**config.mk**
```make
export PLATFORM = sky130hd
export DESIGN_NAME = cp0_regs
export DESIGN_NICKNAME = d
export VERILOG_FILES = /design/src/rtl/cp0_regs.sv
export SDC_FILE = /design/constraint.sdc
export NUM_CORES = 1
export LEC_CHECK = 0
export BUFFER_PORTS_ARGS = -buffer_cell sky130_fd_sc_hd__clkbuf_2
export CORE_ASPECT_RATIO = 0.8
export CORE_MARGIN = 1
export CORE_UTILIZATION = 46
export CTS_CLUSTER_SIZE = 25
export DETAILED_ROUTE_END_ITERATION = 16
export PLACE_DENSITY = 0.82
export SLEW_MARGIN = 20
export SYNTH_ARGS = -nofsm -noshare
export SYNTH_HDL_FRONTEND = slang
export SYNTH_SLANG_ARGS = --single-unit
```
**constraint.sdc**
```tcl
create_clock -name clk_i -period 12.25 [get_ports clk_i]
set_input_delay 1.225 -clock clk_i [delete_from_list [all_inputs] [get_ports clk_i]]
set_output_delay 1.225 -clock clk_i [all_outputs]
set_load 0.03 [all_outputs]
```
**src/rtl/cp0_regs.sv**
```systemverilog
// ---------------------------------------------------------------------------
// cp0_regs
//
// Coprocessor-0 register file that sits at the writeback end of the pipeline.
// It holds BadVAddr, Count, Compare, Status, Cause and EPC, runs the
// Count/Compare timer, records exception state and raises the interrupt
// request seen by the pipeline.
//
// Ports
//   clk_i           clock, all state changes on the rising edge
//   rst_i           asynchronous active-high reset
//   we_i            CP0 write enable (MTC0 arriving from WB)
//   waddr_i         CP0 register number being written
//   wdata_i         CP0 write data
//   raddr_i         CP0 register number being read (MFC0)
//   rdata_o         combinational read data, bypasses a same-cycle write
//   int_i           hardware interrupt lines, level sensitive
//   exc_valid_i     an exception commits this cycle
//   exc_code_i      ExcCode of the committing exception
//   exc_pc_i        PC of the faulting instruction
//   exc_bd_i        faulting instruction sits in a branch delay slot
//   exc_bad_addr_i  faulting virtual address for AdEL/AdES
//   eret_i          an ERET commits this cycle
//   status_o ..     current register values
//   timer_int_o     sticky Count/Compare match flag
//   int_req_o       an enabled interrupt is pending
// ---------------------------------------------------------------------------
module cp0_regs #(
  parameter logic [31:0] PRID_VALUE = 32'h0042_0020
) (
  input  logic        clk_i,
  input  logic        rst_i,
  input  logic        we_i,
  input  logic [4:0]  waddr_i,
  input  logic [31:0] wdata_i,
  input  logic [4:0]  raddr_i,
  output logic [31:0] rdata_o,
  input  logic [5:0]  int_i,
  input  logic        exc_valid_i,
  input  logic [4:0]  exc_code_i,
  input  logic [31:0] exc_pc_i,
  input  logic        exc_bd_i,
  input  logic [31:0] exc_bad_addr_i,
  input  logic        eret_i,
  output logic [31:0] status_o,
  output logic [31:0] cause_o,
  output logic [31:0] epc_o,
  output logic [31:0] badvaddr_o,
  output logic [31:0] count_o,
  output logic [31:0] compare_o,
  output logic        timer_int_o,
  output logic        int_req_o
);

  localparam logic [4:0] ADDR_BADVADDR = 5'd8;
  localparam logic [4:0] ADDR_COUNT    = 5'd9;
  localparam logic [4:0] ADDR_COMPARE  = 5'd11;
  localparam logic [4:0] ADDR_STATUS   = 5'd12;
  localparam logic [4:0] ADDR_CAUSE    = 5'd13;
  localparam logic [4:0] ADDR_EPC      = 5'd14;
  localparam logic [4:0] ADDR_PRID     = 5'd15;

  // Software-writable bits: Status IM[15:8], EXL, IE; Cause IP[9:8].
  localparam logic [31:0] STATUS_WMASK = 32'h0000_FF03;
  localparam logic [31:0] CAUSE_WMASK  = 32'h0000_0300;

  localparam logic [31:0] STATUS_RESET = 32'h0040_0000;

  localparam int EXL_BIT = 1;
  localparam int IE_BIT  = 0;
  localparam int BD_BIT  = 31;

  localparam logic [4:0] EXC_ADEL = 5'd4;
  localparam logic [4:0] EXC_ADES = 5'd5;

  logic [31:0] badvaddr_q, badvaddr_d;
  logic [31:0] count_q,    count_d;
  logic [31:0] compare_q,  compare_d;
  logic [31:0] status_q,   status_d;
  logic [31:0] cause_q,    cause_d;
  logic [31:0] epc_q,      epc_d;
  logic        tick_q,     tick_d;
  logic        timer_q,    timer_d;

  logic        wrCount;
  logic        wrCompare;
  logic        wrStatus;
  logic        wrCause;
  logic        wrEpc;
  logic        excLatchesBadAddr;
  logic        timerMatch;
  logic [31:0] excEpc;
  logic [31:0] regRead;

  // Address decode of the WB write stream plus the exception-derived values
  // that several registers share.
  always_comb begin
    wrCount           = we_i && (waddr_i == ADDR_COUNT);
    wrCompare         = we_i && (waddr_i == ADDR_COMPARE);
    wrStatus          = we_i && (waddr_i == ADDR_STATUS);
    wrCause           = we_i && (waddr_i == ADDR_CAUSE);
    wrEpc             = we_i && (waddr_i == ADDR_EPC);
    excLatchesBadAddr = exc_valid_i &&
                        ((exc_code_i == EXC_ADEL) || (exc_code_i == EXC_ADES));
    // A delay-slot fault restarts at the branch, one word earlier.
    excEpc            = exc_bd_i ? (exc_pc_i - 32'd4) : exc_pc_i;
    timerMatch        = (compare_q != 32'd0) && (count_q == compare_q);
  end

  // Count runs at half the clock rate: the tick flop alternates and Count
  // advances on the cycles where it is high. Loading Count restarts the
  // half-rate phase so the loaded value is held for two full cycles.
  always_comb begin
    tick_d  = ~tick_q;
    count_d = count_q;
    if (wrCount) begin
      count_d = wdata_i;
      tick_d  = 1'b0;
    end else if (tick_q) begin
      count_d = count_q + 32'd1;
    end
  end

  // Compare register and the sticky timer flag. Writing Compare is the only
  // way to acknowledge the timer, and it beats a match in the same cycle.
  always_comb begin
    compare_d = compare_q;
    timer_d   = timer_q;
    if (timerMatch) begin
      timer_d = 1'b1;
    end
    if (wrCompare) begin
      compare_d = wdata_i;
      timer_d   = 1'b0;
    end
  end

  // Status: the software write lands first, then an exception sets EXL or an
  // ERET clears it. An exception outranks an ERET committing alongside it.
  always_comb begin
    status_d = status_q;
    if (wrStatus) begin
      status_d = (status_q & ~STATUS_WMASK) | (wdata_i & STATUS_WMASK);
    end
    if (exc_valid_i) begin
      status_d[EXL_BIT] = 1'b1;
    end else if (eret_i) begin
      status_d[EXL_BIT] = 1'b0;
    end
  end

  // Cause: software may only touch the two soft-interrupt bits. An exception
  // records ExcCode always, but BD only for the first exception (EXL clear),
  // so a nested fault does not lose the original restart information. The
  // hardware pending bits are resampled every cycle, with the timer folded
  // onto line 5.
  always_comb begin
    cause_d = cause_q;
    if (wrCause) begin
      cause_d = (cause_q & ~CAUSE_WMASK) | (wdata_i & CAUSE_WMASK);
    end
    if (exc_valid_i) begin
      if (!status_q[EXL_BIT]) begin
        cause_d[BD_BIT] = exc_bd_i;
      end
      cause_d[6:2] = exc_code_i;
    end
    cause_d[15:10] = {int_i[5] | timer_q, int_i[4:0]};
  end

  // EPC follows the same first-exception-only rule as BD; BadVAddr captures
  // the faulting address for address-error exceptions only.
  always_comb begin
    epc_d      = epc_q;
    badvaddr_d = badvaddr_q;
    if (wrEpc) begin
      epc_d = wdata_i;
    end
    if (exc_valid_i && !status_q[EXL_BIT]) begin
      epc_d = excEpc;
    end
    if (excLatchesBadAddr) begin
      badvaddr_d = exc_bad_addr_i;
    end
  end

  // State register bank with asynchronous reset.
  always_ff @(posedge clk_i or posedge rst_i) begin
    if (rst_i) begin
      badvaddr_q <= 32'd0;
      count_q    <= 32'd0;
      compare_q  <= 32'd0;
      status_q   <= STATUS_RESET;
      cause_q    <= 32'd0;
      epc_q      <= 32'd0;
      tick_q     <= 1'b0;
      timer_q    <= 1'b0;
    end else begin
      badvaddr_q <= badvaddr_d;
      count_q    <= count_d;
      compare_q  <= compare_d;
      status_q   <= status_d;
      cause_q    <= cause_d;
      epc_q      <= epc_d;
      tick_q     <= tick_d;
      timer_q    <= timer_d;
    end
  end

  // MFC0 read mux. Unimplemented addresses read as zero.
  always_comb begin
    regRead = 32'd0;
    case (raddr_i)
      ADDR_BADVADDR: regRead = badvaddr_q;
      ADDR_COUNT:    regRead = count_q;
      ADDR_COMPARE:  regRead = compare_q;
      ADDR_STATUS:   regRead = status_q;
      ADDR_CAUSE:    regRead = cause_q;
      ADDR_EPC:      regRead = epc_q;
      ADDR_PRID:     regRead = PRID_VALUE;
      default:       regRead = 32'd0;
    endcase
  end

  // A write to the register being read in the same cycle is forwarded so the
  // pipeline never sees stale data.
  assign rdata_o = (we_i && (waddr_i == raddr_i)) ? wdata_i : regRead;

  assign int_req_o = status_q[IE_BIT] & ~status_q[EXL_BIT] &
                     (|(cause_q[15:8] & status_q[15:8]));

  assign status_o    = status_q;
  assign cause_o     = cause_q;
  assign epc_o       = epc_q;
  assign badvaddr_o  = badvaddr_q;
  assign count_o     = count_q;
  assign compare_o   = compare_q;
  assign timer_int_o = timer_q;

endmodule
```
==> results of run 1 <==
==> cells by family (layout without fill, tap and decap cells) <==
group	Yosys count	count (layout)	synth area share (%)
DFF	154	154	42.4
xor gates and xnor gates	95	95	9.16
and+or+nand+nor	267	267	15.1
adders and majority gates	2	2	0.275
muxes	97	97	11.8
buffers and inverters	108	362	6.14
other	2	40	0.0827
AOI/OAI and AO/OA	197	197	15.0
==> report_power, final <==
group | leakage [nW] | total, mW | switching (mW) | internal, mW
combinational | 3.04 | 0.773 | 0.507 | 0.267
sequential | 1.82 | 0.846 | 0.220 | 0.626
clock | 0.297 | 0.574 | 0.226 | 0.348
total | 5.15 | 2.19 | 0.953 | 1.24
==> per-stage QoR <==
| stage | instances | worst slack (ns) | power, mW |
|---|---|---|---|
| after floorplan | 960 | 6.88 | 1.31 |
| after global placement | 1440 | 7.87 | 1.59 |
| after detailed placement | 1440 | 7.82 | 1.61 |
| after CTS | 1472 | 7.82 | 2.18 |
| after global routing | 1472 | 7.69 | 2.28 |
| final | 1472 | 7.77 | 2.19 |
==> state kept, by name (all words and copies together) (netlist names) <==
register	cells
timer_int_o	1
count_o	32
status_o	10
tick_q	1
epc_o	32
compare_o	32
badvaddr_o	32
cause_o	14
==> metal layers <==
metal,global-route usage (%),vias to the layer above,part of all wire (%)
met4,10.2,0,2.2
met2,50.3,558,44
met3,11.0,71,12
li1,-,3850,-
met1,47.9,4275,42
met5,0,-,0
==> area by class of cell <==
type | count | area, µm² | share of cell area (%)
Sequential cell | 154 | 3850 | 33.9
Timing Repair Buffer | 323 | 1650 | 14.6
Multi-Input combinational cell | 698 | 4870 | 42.8
Inverter | 7 | 31.3 | 0.275
Clock inverter | 13 | 190 | 1.67
Tap cell | 258 | 323 | 2.84
Clock buffer | 19 | 443 | 3.90
==> layout by cell type (no fill, tap or decap), types with 6 or more instances in the layout <==
| cell type | n |
|---|---|
| a211oi_1 | 19 |
| nor3_1 | 17 |
| nor2_1 | 52 |
| nor4_1 | 20 |
| nand4_1 | 27 |
| o21ai_0 | 12 |
| a22oi_1 | 70 |
| mux2i_1 | 16 |
| xor2_1 | 37 |
| mux2_2 | 81 |
| conb_1 | 40 |
| buf_4 | 15 |
| and3_1 | 10 |
| a22o_1 | 33 |
| a21oi_1 | 54 |
| xnor2_1 | 58 |
| clkbuf_2 | 308 |
| clkbuf_16 | 17 |
| inv_1 | 6 |
| dfrtp_1 | 154 |
| nand3_1 | 28 |
| nand2_1 | 57 |
| nor2b_1 | 19 |
==> worst min path at each step <==
stage	start	endpoint	slack (ns)	cells after the start
floorplan	tick_q	tick_q	0.51	1
finish	badvaddr_o[17]	badvaddr_o[17]	0.54	1
global route	badvaddr_o[0]	badvaddr_o[0]	0.55	1
CTS	timer_int_o	cause_o[15]	0.54	1
detailed placement	badvaddr_o[17]	badvaddr_o[17]	0.53	1
global placement	badvaddr_o[5]	badvaddr_o[5]	0.52	1
==> impl_metrics.toml, run 1 <==
[run_status]
status = "finished clean"

[critical_path]
critical_path.top_delay_family = "buffers and inverters"
setup.worst_path.class = "in2out"
crit_cells = 9
end_kind = "output port"
cp_max_fo = 33
r2r_cells = 5
cp-start-kind = "input port"
timing.rr.end = "count_o[29]"
reg2reg_slack_ns = 10.08
crit_start = "raddr_i[2]"
crit_arrival_ns = 3.26
path_cells = "clkbuf_2 > xor2_1 > nor4_1 > and3_1 > buf_4 > nor3_2 > buf_4 > a22o_1 > clkbuf_2"
crit_end = "rdata_o[10]"
crit_path_max_incr_delay_ns = 0.38
cp_slowest_cell = "buf_4"
required_ns = 11.02
critical_path_buf_inv_count = 4
r2r-start = "count_o[0]"

[clock_network]
cts_resized = 0
cts_tree = "built"
cts_max_path_buffers = 2
cts_hold_buf = 0
clk_latency_ns = 0.43
cts.clk_slew.worst_paths_ns = 0.06
cts_setup_buffers = 0
cts-root-buf = "clkbuf_16"
cts_inserted_buffers = 17
h-tree-depth = 4
numClockSinks = 154

[yosys]
ys_ff_latch = 154
synth_area_leaders = "dfrtp_1 (42%), mux2_2 (10%), a22oi_1 (5.8%), xnor2_1 (5.6%), xor2_1 (3.6%)"
yosys.area.top_type = "dfrtp_1"
synth_most_common_cell = "dfrtp_1"
netlist-cell-type-count = 48
synth_area_um2 = 9090
synth_warnings = 0
synth.yosys.seq_area_share_pct = 42.4
async_flop_share_pct = 100
synth-edff-count = 0
synth_top_area_share_pct = 42.4
synth_ff_type = "dfrtp_1"
postSynthCellCount = 922
postSynthAreaPerCell_um2 = 9.85
synthTopCellsByCount = "dfrtp_1 (154), mux2_2 (81), a22oi_1 (70)"

[final_layout]
antenna_cells = 0
layout-drive-gt1-share_pct = 37.1
n_fill_cell = 1721
fin_util_pct = 59.4
final_area_um2 = 11400
final_nets = 1326
areaGrowthSynthToFinish_pct = 25.1

[power]
vdd_drop_max_uv = 82.7
p_leak_nw = 5.15
power.density_nw_per_um2 = 193

[sta]
hold_viol = 0
tightest_slew_ns = 0.878
period_minus_slack_ns = 4.48
rsz0062_at_grt = "false"
setup_tns_ns = 0
slew_headroom_pct = 41.2
finalCritPeriodShare_pct = 36.6
max_freq_ghz = 0.223
drv_slew = 0
setup_violations = 0
fin_hold_ws_ns = 0.535
final.setup_skew_ns = 0.0110

[die]
fp.dieH_um = 128
fp.dieW_um = 159
fp-row-count = 45
start_util_pct = 47.5
die-area_um2 = 20300
io_pins = 349
core_area_um2 = 19100

[global_routing]
grt_pass1_wl_um = 51400
antenna_found_initial = 0
grt-ovfl-total = 0
grt_usage_pct = 34.2
first_global_vias = 8206
grt_max_degree = 91

[detailed_routing]
wl_per_cell_um = 23.6
drc = 0
drt_iter0_drc = 848
drtPass1Iterations = 6
vias = 8754
viasPerCell = 5.95
ant_nets = 0
wl_um = 34700

[placed_design]
gp_congestion = 0.970
hpwl_um = 26100
io_buffers = 308
placed_cell_area_um2 = 10700

[min_path]
hp-class = "reg2reg"

[flow_run]
drv_cap = 0
No activity file was read; power rests on OpenSTA's default activity.
==> run 2, diff against run 1 <==
Clock period 12.25 ns to 4.2 ns, I/O delays scaled along.
==> run 2 against run 1 <==
  * Cell count is 0.27% higher
  * Die area stayed put
  * Sequential power grew to 2.9 times the previous value
  * Register-to-register slack worse by 8.1 ns
  * Setup slack worse by 6.7 ns
  * Total power grew to 2.9 times the previous value
  * Clock power grew to 2.9 times the previous value
  * Largest cell class unchanged
  * Clock skew is 0.0019 ns lower
  * Cell area is 0.39% higher
  * Hold slack worse by 0.44 ns
  * Critical path depth is 1 lower
  * First-iteration DRC count is 36% higher
==> impl_metrics.toml, run 2 (synthesis results as in run 1) <==
[critical_path]
crit_arrival_ns = 2.75
r2r-start = "count_o[0]"
required_ns = 3.78
path_cells = "clkbuf_2 > xor2_1 > nor4_1 > and3_1 > nor3_2 > buf_4 > a22o_1 > clkbuf_2"
crit_path_max_incr_delay_ns = 0.80
setup.worst_path.class = "in2out"
cp-start-kind = "input port"
crit_start = "raddr_i[2]"
end_kind = "output port"
cp_common_cell = "clkbuf_2"
r2r_cells = 5
critical_path.top_delay_family = "simple AND/OR/NAND/NOR gates"
timing.rr.end = "count_o[31]"
crit_end = "rdata_o[23]"
cp_max_fo = 20
reg2reg_slack_ns = 1.97
cp_slowest_cell = "nor3_2"
critical_path_buf_inv_count = 3
crit_cells = 8

[die]
die-area_um2 = 20300
core_area_um2 = 19100
start_util_pct = 47.5
fp.dieH_um = 128
fp.dieW_um = 159
fp-row-count = 45
io_pins = 349

[detailed_routing]
drt_iter0_drc = 1154
drtPass1Iterations = 5
drc = 0
ant_nets = 0
vias = 8919
viasPerCell = 6.04
wl_per_cell_um = 24.1
wl_um = 35500

[clock_network]
cts.clk_slew.worst_paths_ns = 0.07
cts-root-buf = "clkbuf_16"
cts_tree = "built"
clk_latency_ns = 0.43
cts_inserted_buffers = 17
cts_setup_buffers = 0
cts_max_path_buffers = 2
h-tree-depth = 4
numClockSinks = 154

[placed_design]
dpl.cell_count = 1443
io_buffers = 308
dp_slack_ns = 1.10
gp_congestion = 0.958
hpwl_um = 26600

[sta]
tightest_slew_ns = 0.983
hold_viol = 0
period_minus_slack_ns = 3.17
final.setup_skew_ns = 0.00905
fin_hold_ws_ns = 0.0921
setup_ws_ns = 1.03
setup_violations = 0
rsz0062_at_grt = "false"
slew_headroom_pct = 34.3
finalCritPeriodShare_pct = 75.5
drv_slew = 0
setup_tns_ns = 0
max_freq_ghz = 0.316

[min_path]
hp-class = "in2reg"

[final_layout]
antenna_cells = 0
mostFrequentLayoutCells = "clkbuf_2 (308), dfrtp_1 (154), mux2_2 (81)"
finalNonFillerCells = 1476
final_nets = 1330
layout-drive-gt1-share_pct = 37.2
n_fill_cell = 1664
final_common_cell = "clkbuf_2"
areaGrowthSynthToFinish_pct = 25.6

[run_status]
status = "finished clean"

[global_routing]
grt_pass1_wl_um = 52300
antenna_found_initial = 0
first_global_vias = 8133
grt_max_degree = 65
grt-ovfl-total = 0
grt_usage_pct = 34.8

[flow_run]
drv_cap = 0

[power]
vdd_drop_max_uv = 310
power.density_nw_per_um2 = 562
p_leak_nw = 5.18
## run 2: cell types whose count changed in the layout (fill, tap and decap cells not counted), sizes merged
cell	before	now
dlygate4sd3	0	1
clkinvlp	4	2
inv	10	8
clkinv	2	6
buf	15	18
## run 2: area by class of cell
class	instances	area [µm²]	area share (%)
timing repair buffer	327	1700	14.9
tap	258	323	2.83
clock buffer	19	443	3.88
clock inverter	13	190	1.67
sequential	154	3850	33.8
inverter	7	30.0	0.263
multi-input combinational	698	4870	42.7
## run 2: layer usage
metal	GRT usage (%)	wire length [µm]	vias up
met5	0	0	-
met2	51.0	15600	583
met4	8.99	682	0
met1	50.6	15200	4417
li1	-	-	3862
met3	9.64	4020	57
## run 2: repair_timing
| action | in CTS | in global routing |
|---|---|---|
| hold buffers | 1 | 0 |
| gates resized for setup | 0 | 0 |
| setup endpoints to repair | 0 | 0 |
| hold endpoints to repair | 16 | 0 |
## run 2: through the flow
| step | area, µm² | power, mW | utilization [%] |
|---|---|---|---|
| floorplan | 9230 | 3.83 | - |
| global placement | 10800 | 4.65 | 56.2 |
| detailed placement | 10800 | 4.70 | 56.2 |
| CTS | 11400 | 6.38 | 59.6 |
| global route | 11400 | 6.65 | 59.6 |
| finish | 11400 | 6.41 | 59.6 |
## run 2: where the power goes
group,switching [mW],internal (mW),leakage (nW)
Sequential,0.657,1.82,1.82
Combinational,1.47,0.781,3.06
Clock,0.657,1.02,0.308
Total,2.79,3.62,5.18
## run 2: worst min path at each step
stage | startpoint | slack, ns | cells past startpoint | end
final | int_i[3] | 0.09 | 1 | cause_o[13]
after global placement | rst_i | 0.44 | 2 | cause_o[11]
after floorplan | int_i[0] | 0.45 | 0 | cause_o[10]
after CTS | int_i[3] | 0.08 | 1 | cause_o[13]
after detailed placement | rst_i | 0.44 | 2 | cause_o[11]
after global routing | int_i[0] | 0.08 | 1 | cause_o[10]
==> run 3, diff against run 2 <==
Settings changed: ABC_AREA from default to 1, PLACE_DENSITY 0.82 to 0.83.
Clock period 4.2 ns to 2.73 ns, I/O delays scaled along.
==> run 3 against run 2 <==
  * Register-to-register slack got worse by 1.5 ns
  * Critical path type unchanged
  * Cell count increased by 43%
  * Via count increased by 32%
  * Largest power group is now combinational logic
  * Routed wire length increased by 26%
  * Flip-flop and latch count unchanged
  * Clock power increased by 51%
  * Die area increased by 12%
==> impl_metrics.toml, run 3 <==
[clock_network]
numClockSinks = 154
cts_max_path_buffers = 2
cts_inserted_buffers = 17
cts_setup_buffers = 0
cts.clk_slew.worst_paths_ns = 0.07
h-tree-depth = 4
cts-root-buf = "clkbuf_16"
clk_latency_ns = 0.45
cts_tree = "built"
cts_resized = 0

[placed_design]
io_buffers = 308
placed_cell_area_um2 = 11900
dp_slack_ns = 0.304
hpwl_um = 35600
gp_congestion = 1.03

[critical_path]
critical_path.top_delay_family = "buffers and inverters"
cp_common_cell = "nand2_1"
r2r-start = "count_o[1]"
crit_start = "raddr_i[0]"
path_cells = "clkbuf_2 > inv_1 > nor3_1 > nand2_1 > inv_1 > nand2_1 > nand2_1 > nor3_1 > o21ai_0 > buf_4 > clkbuf_2"
critical_path_buf_inv_count = 5
cp_max_fo = 9
crit_end = "rdata_o[3]"
setup.worst_path.class = "in2out"
r2r_cells = 10
crit_cells = 11
timing.rr.end = "count_o[30]"
crit_path_max_incr_delay_ns = 0.29
required_ns = 2.46
crit_arrival_ns = 2.22
end_kind = "output port"
cp_slowest_cell = "inv_1"
reg2reg_slack_ns = 0.49
cp-start-kind = "input port"

[power]
p_leak_nw = 6.49
vdd_drop_max_uv = 471
power.density_nw_per_um2 = 820

[final_layout]
fin_util_pct = 58.1
final_nets = 1930
final_area_um2 = 12600
final_common_cell = "nand2_1"
areaGrowthSynthToFinish_pct = 23.3
layout-drive-gt1-share_pct = 21.7
antenna_cells = 0
mostFrequentLayoutCells = "nand2_1 (491), clkbuf_2 (308), inv_1 (189)"

[sta]
drv_slew = 0
tightest_slew_ns = 0.807
finalCritPeriodShare_pct = 91.2
rsz0062_at_grt = "false"
final.setup_skew_ns = 0.0181
fin_hold_ws_ns = 0.0114
setup_tns_ns = 0
setup_violations = 0
period_minus_slack_ns = 2.49
slew_headroom_pct = 46.1
hold_viol = 0
max_freq_ghz = 0.402
setup_ws_ns = 0.241

[yosys]
synthTopCellsByCount = "nand2_1 (491), inv_1 (190), dfrtp_1 (154)"
synth.yosys.seq_area_share_pct = 37.7
async_flop_share_pct = 100
muxShareOfSynthArea_pct = 0
synth_area_um2 = 10200
synth_compound_area_share_pct = 15.3
synth_top_area_share_pct = 37.7
synth_ff_type = "dfrtp_1"
yosys.area.top_type = "dfrtp_1"
postSynthCellCount = 1507
synth_top_family_by_area = "simple AND/OR/NAND/NOR gates"
synth-edff-count = 0
synth_most_common_cell = "nand2_1"
ys_ff_latch = 154
synth_warnings = 0
netlist-cell-type-count = 45
synth_area_leaders = "dfrtp_1 (38%), nand2_1 (18%), inv_1 (7.0%), o21ai_0 (5.7%), nor2_1 (4.2%)"
synth_xor_area_share_pct = 4.37
synth-simple-area-share_pct = 29.2
synth-adder-area-share_pct = 0.245
postSynthAreaPerCell_um2 = 6.79

[global_routing]
first_global_vias = 11000
grt_pass1_wl_um = 66600
grt-ovfl-total = 0
antenna_found_initial = 0
grt_usage_pct = 39.6
grt_max_degree = 65

[die]
start_util_pct = 47.2
fp-row-count = 48
io_pins = 349
fp.dieH_um = 135
fp.dieW_um = 169
die-area_um2 = 22800
core_area_um2 = 21700

[detailed_routing]
vias = 11800
drt_iter0_drc = 1288
wl_um = 44800
viasPerCell = 5.56
drc = 0
drtPass1Iterations = 8
ant_nets = 0
wl_per_cell_um = 21.2

[min_path]
min_from = "eret_i"
hp-class = "in2reg"

[run_status]
status = "finished clean"

[flow_run]
drv_cap = 0
==> run 3: cell types whose count changed after synthesis, sizes merged, moves of 33 or more <==
cell / change
xnor2: -33
a22oi: -68
o21ai: +152
nor2: +67
clkbuf: -38
buf: +35
inv: +194
mux2: -81
nand2: +434
==> run 3: routing by layer <==
| metal | track usage, % | part of all wire [%] | vias up |
|---|---|---|---|
| li1 | - | - | 5366 |
| met1 | 53.3 | 42 | 5500 |
| met2 | 61.1 | 44 | 785 |
| met3 | 7.83 | 9.8 | 128 |
| met4 | 19.1 | 4.5 | 0 |
| met5 | 0 | 0 | - |
==> run 3: area by class of cell <==
| type | count | area (µm²) |
|---|---|---|
| Clock buffer | 19 | 443 |
| Tap cell | 300 | 375 |
| Fill cell | 2144 | 9070 |
| Clock inverter | 13 | 158 |
| Sequential cell | 154 | 3850 |
| Timing Repair Buffer | 339 | 1840 |
| Multi-Input combinational cell | 1091 | 5180 |
| Inverter | 202 | 762 |
==> run 3: worst reg2reg max path, stage by stage, from the launching register on <==
cell     delay (ns)
dfrtp_1        0.59
ha_1           0.28
nand3_2        0.15
nor2_2         0.19
nand3_1        0.17
nor2_1         0.27
nand2_1        0.15
o21ai_0        0.17
nand2_1        0.06
nand2_1        0.06
nand2_1        0.05
==> run 3: worst min path at each step <==
stage	endpoint	cells after the start
3_5_place_dp	cause_o[12]	1
5_1_grt	status_o[1]	2
4_1_cts	status_o[1]	2
3_3_place_gp	cause_o[12]	1
6_report	status_o[1]	2
2_1_floorplan	cause_o[10]	0
==> run 3: cell families after synthesis <==
family | after synthesis
AND/OR/NAND/NOR | 729
buffers and inverters | 300
AO/OA/AOI/OAI | 269
flip-flops | 154
XOR/XNOR | 51
adder cells (fa/ha/maj) | 2
other | 2
==> run 3: what timing repair did <==
action,CTS,global route
endpoints found under the hold margin,29,0
hold buffers,6,0
endpoints found under the setup margin,0,0
==> run 3: metrics by stage <==
stage,std cells,power [mW]
floorplan,1545,6.10
global placement,2080,7.70
detailed placement,2080,7.73
CTS,2118,10.2
global route,2118,10.7
finish,2118,10.3
==> run 3: power by group <==
group,internal (mW),total (mW),switching (mW)
clock,1.40,2.52,1.12
sequential,2.81,3.84,1.03
combinational,1.13,3.97,2.84
total,5.34,10.3,4.99
